==> src/rtl/piso_tx.sv <==
// piso_tx: parallel-in serial-out transmitter, LSB first, valid/ready load handshake.
// Defining PISO_PARITY_EN appends an even-parity bit after the MSB.
module piso_tx #(
    parameter int WIDTH = 4
) (
    input  logic             clk,
    input  logic             reset,
    input  logic             load_valid,
    output logic             load_ready,
    input  logic [WIDTH-1:0] data_in,
    output logic             data_out,
    output logic             out_valid,
    output logic             busy,
    output logic             frame_done
);
`ifdef PISO_PARITY_EN
    localparam int FL = WIDTH + 1;
    logic [FL-1:0] word;
    assign word = {^data_in, data_in};
`else
    localparam int FL = WIDTH;
    logic [FL-1:0] word;
    assign word = data_in;
`endif
    localparam int CW = $clog2(WIDTH + 1);
    typedef enum logic {IDLE, SHIFT} state_t;
    state_t        state;
    logic [FL-1:0] sreg;
    logic [CW-1:0] cnt;
    logic          last, accept;
    assign last       = state == SHIFT && cnt == CW'(FL - 1);
    assign load_ready = state == IDLE || last;
    assign accept     = load_valid && load_ready;
    // sreg[0] is the bit on the line; it drains to zero by the end of each frame
    assign data_out   = sreg[0];
    assign out_valid  = state == SHIFT;
    assign busy       = state == SHIFT;
    always_ff @(posedge clk) begin
        if (reset) begin
            state      <= IDLE;
            sreg       <= '0;
            cnt        <= '0;
            frame_done <= 1'b0;
        end else if (accept) begin
            state      <= SHIFT;
            sreg       <= word;
            cnt        <= '0;
            frame_done <= 1'b0;
        end else if (state == SHIFT) begin
            state      <= last ? IDLE : SHIFT;
            sreg       <= {1'b0, sreg[FL-1:1]};
            cnt        <= last ? '0 : cnt + CW'(1);
            frame_done <= !last && cnt == CW'(FL - 2);
        end
    end
endmodule

==> config.mk <==
export PLATFORM = sky130hd
export DESIGN_NAME = piso_tx
export DESIGN_NICKNAME = d
export VERILOG_FILES = /design/src/rtl/piso_tx.sv
export SDC_FILE = /design/constraint.sdc
export NUM_CORES = 1
export LEC_CHECK = 0
export CAP_MARGIN = 0
export CELL_PAD_IN_SITES_DETAIL_PLACEMENT = 2
export CELL_PAD_IN_SITES_GLOBAL_PLACEMENT = 2
export CORE_MARGIN = 2
export CORE_UTILIZATION = 25
export CTS_BUF_LIST = sky130_fd_sc_hd__clkbuf_4
export CTS_CLUSTER_DIAMETER = 40
export DETAILED_ROUTE_END_ITERATION = 8
export HOLD_SLACK_MARGIN = 0.06
export PLACE_DENSITY = 0.73
export SLEW_MARGIN = 25
export SYNTH_ARGS = -nofsm -noshare
export SYNTH_HDL_FRONTEND = slang
export SYNTH_SLANG_ARGS = --single-unit
==> constraint.sdc <==
create_clock -name clk -period 3.2 [get_ports clk]
set_input_delay 0.32 -clock clk [delete_from_list [all_inputs] [get_ports clk]]
set_output_delay 0.32 -clock clk [all_outputs]
set_load 0.02 [all_outputs]
# Yosys cells after proc, flatten, opt, wreduce, memory -nomap -nowiden
# Cells that the tools add are included.
# word_totals
regBits,9
wordCells,21
input_bits,7
# op_classes
n_bitwise,1
add_sub_neg,1
eq_ne,2
n_reduce_logical,7
n_mux,6
# ops
op,count
4-bit 2-to-1 mux,2
"3-bit by 2-bit equality test with 1-bit output, second input constant",2
"3-bit by 1-bit adder with 3-bit output, second input constant",1
1-bit logical AND,3
1-bit 2-to-1 mux,3
3-bit 2-to-1 mux,1
2-bit nonzero test,1
2-bit OR reduction,1
1-bit zero test,1
1-bit logical OR,1
1-bit inverter,1

# Longest topological paths before layout
# logic_depth
depth_word,5
mapped_depth,5
ltp_nobuf,5

# Least setup slack after synthesis
# OpenSTA, ideal clock, no wires.
# synth_timing
path_type,reg2reg
start,register cnt[0]
end,register frame_done
required_ps,3105
arrival_time_ps,1129
path_stages_with_launch,5
setup_slack_ps,1975
setup_ps,95
n_path_buf,0
cell_sequence,dfxtp_1 -> ha_1 -> nand2b_2 -> nand2_1 -> a221oi_1
# synth_via
elab_chain_cells,5
# synth_rtl
element,line_no,rtl
"start, declared",29,logic [CW-1:0] cnt;
"start signal, assigned",52,cnt <= last ? '0 : cnt + CW'(1);
3-bit by 2-bit equality test with 1-bit output,31,assign last = state == SHIFT && cnt == CW'(FL - 1);
1-bit logical AND,31,
1-bit logical OR,32,assign load_ready = state == IDLE || last;
named net load_ready,9,"output logic load_ready,"
1-bit logical AND,33,assign accept = load_valid && load_ready;
2-bit OR reduction (no source line),n/a,
"end signal, assigned",53,frame_done <= !last && cnt == CW'(FL - 2);
"end, declared",14,output logic frame_done
# The timed path passes the listed nets, and every way through them passes these cells.
# A chain may end at the register's enable or synchronous reset.

# Worst setup path in the final report
# layout_timing
start,register cnt[0]
end,output load_ready
# layout_via
elab_chain_cells,3
# layout_rtl
element,line_no
3-bit by 2-bit equality test with 1-bit output,31
1-bit logical AND,31
1-bit logical OR,32
"end, declared",9
# Every way passes these cells.

==> flow_summary.json <==
{
  "avgViaCountPerCell": 5.28,
  "worst_setup_path_end_kind": "output pin",
  "avgSynthCellArea_um2": 9.47,
  "clk_pin_slew_ps": 60,
  "crit_path_end": "load_ready",
  "setup_viol": 0,
  "die_x_um": 45.7,
  "start_util_pct": 25.8,
  "antenna_found_initial": 0,
  "crit_type": "reg -> out",
  "final_layout_size_suffix_gt1_share_pct": 13.8,
  "cap_violations": 0,
  "worstPathRequired_ps": 2880,
  "cts_tree": "yes",
  "slew_viol_final": 0,
  "dieHeight_um": 45.7,
  "timing.final.crit_share_pct": 65.3,
  "ys_types": 19,
  "fin_skew_ps": 0.442,
  "dp_hpwl_um": 810,
  "dp.cells": 71,
  "crit_start": "cnt[0]",
  "cts_root_buf": "clkbuf_4",
  "synth-seq-cells": 9,
  "rows": 15,
  "multi_input_area_um2": 206,
  "cts_resized": 0,
  "grt_max_degree": 14,
  "rsz0062_at_grt": "false",
  "final_common_cell": "clkdlybuf4s50_1",
  "outcome": "complete, no violations",
  "cts_sinks": 9,
  "syn_to_final_growth_pct": 31.0,
  "p_leak_nw": 0.225,
  "gp_congestion": 0.652,
  "critical_path_arrival_ps": 1770,
  "ctsHoldBuffers": 0,
  "grt.overflow.total": 0,
  "grt_pass1_vias": 394,
  "startpoint_type": "register",
  "drt_iter0_drc": 7,
  "r2r_end": "sreg[1]",
  "vias": 396,
  "diodes": 0,
  "wl_per_cell_um": 13.8,
  "fmax_ghz": 0.478,
  "ir_drop_uv": 204,
  "final_cell_mix": "clkdlybuf4s50_1 (11), dfxtp_1 (9), inv_1 (6), clkbuf_4 (4)",
  "powerDensity_mw_per_mm2": 459,
  "syn_nets": 55,
  "path_max_fanout": 4,
  "tightest_slew_ps": 422,
  "reg2reg_slack_ps": 1910,
  "ctsHtreeMaxLevel": 1,
  "layoutNonFillerInstCount": 75,
  "syn_area_um2": 435,
  "relSlewSlack_pct": 71.9,
  "port_buffers": 11,
  "hold_viol": 0,
  "regArea_um2": 180,
  "grt_pass1_wl_um": 1750,
  "syn_inst": 46,
  "worstRegToRegCells": 4,
  "gr-usage-all-layers_pct": 12.3,
  "ios": 12,
  "core_mm2": 0.00169,
  "yosys_warnings": 0,
  "synth-seq-area-share_pct": 41.4,
  "clockBufferDepth": 2,
  "post_cts_buffers": 0,
  "fin_nets": 68,
  "die_area_mm2": 0.00209,
  "hold_class": "reg -> reg",
  "remaining_drc_errors": 0,
  "dr.pass1.iters": 4,
  "tns_ps": 0,
  "clk_latency_ps": 260,
  "numCtsBuffers": 3,
  "finalCriticalPeriod_ps": 2090,
  "r2r-start": "cnt[0]",
  "routed_wl_um": 1030,
  "ant_nets": 0,
  "fillers": 194
}
## state kept, by name (all words and copies together) (netlist names)
register / count
cnt: 3
frame_done: 1
sreg: 4
busy: 1
## worst min-delay path by stage
stage / startpoint / to / cells past startpoint
floorplan: load_valid / frame_done / 1
global placement: sreg[2] / sreg[1] / 1
detailed placement: sreg[3] / sreg[2] / 1
CTS: sreg[1] / sreg[0] / 1
global route: sreg[2] / sreg[1] / 1
finish: sreg[1] / sreg[0] / 1
## power breakdown
group | internal [W] | total, W | leakage (nW) | switching, W
clock | 0.0000566 | 0.0000970 | 0.0184 | 0.0000404
combinational | 0.0000213 | 0.0000410 | 0.133 | 0.0000197
sequential | 0.000118 | 0.000124 | 0.0738 | 0.00000609
total | 0.000196 | 0.000262 | 0.225 | 0.0000662
## logic make-up (layout without fill, tap and decap cells)
| family | after synthesis | after routing | share of synthesized area, % |
|---|---|---|---|
| buffers and inverters | 9 | 21 | 11.2 |
| flip-flops | 9 | 9 | 41.4 |
| adder cells (fa/ha/maj) | 2 | 2 | 5.75 |
| AND/OR/NAND/NOR | 13 | 13 | 15.2 |
| AO/OA/AOI/OAI | 13 | 13 | 26.4 |
## Yosys cell counts
cell type / number / area share (%)
a211oi_2: 1 / 2.9
a21o_2: 1 / 2.0
a21oi_1: 3 / 3.4
a221o_1: 3 / 6.9
a221oi_1: 2 / 4.0
a311oi_2: 1 / 3.4
a32oi_1: 1 / 2.0
and2_1: 3 / 4.3
buf_4: 2 / 3.4
buf_6: 1 / 2.6
dfxtp_1: 9 / 41
ha_1: 2 / 5.7
inv_1: 6 / 5.2
nand2_1: 3 / 2.6
nand2b_2: 1 / 2.0
nand3_1: 2 / 2.3
nor2_1: 2 / 1.7
nor3_1: 2 / 2.3
o21bai_1: 1 / 1.7
## worst max-delay path: stages, from the launching register on
cell,delay [ps]
dfxtp_1,380
ha_1,240
nand2b_2,110
nand2_1,150
clkdlybuf4s50_1,630
## per-layer routing
| layer | routed length, um | global-route usage [%] | up-vias |
|---|---|---|---|
| li1 | - | - | 187 |
| met1 | 452 | 13.9 | 195 |
| met2 | 490 | 18.6 | 12 |
| met3 | 71 | 6.35 | 2 |
| met4 | 19 | 6.86 | 0 |
| met5 | 0 | 0 | - |
## stage by stage
stage	setup slack [ps]	hold slack, ps	util [%]	cell area [um^2]	power (W)
6_report	1110	482	33.8	571	0.000262
2_1_floorplan	1980	425	-	435	0.000150
3_3_place_gp	1430	466	32.0	541	0.000167
4_1_cts	1080	485	33.8	571	0.000269
3_5_place_dp	1390	472	32.0	541	0.000168
5_1_grt	1010	492	33.8	571	0.000281
## final cells by class
cell class | count | share of cell area (%)
clock buffer | 4 | 5.26
inverter | 6 | 3.95
multi-input combinational | 28 | 36.2
sequential | 9 | 31.6
tap | 17 | 3.73
timing repair buffer | 11 | 19.3
No activity file was read; power rests on OpenSTA's default activity.
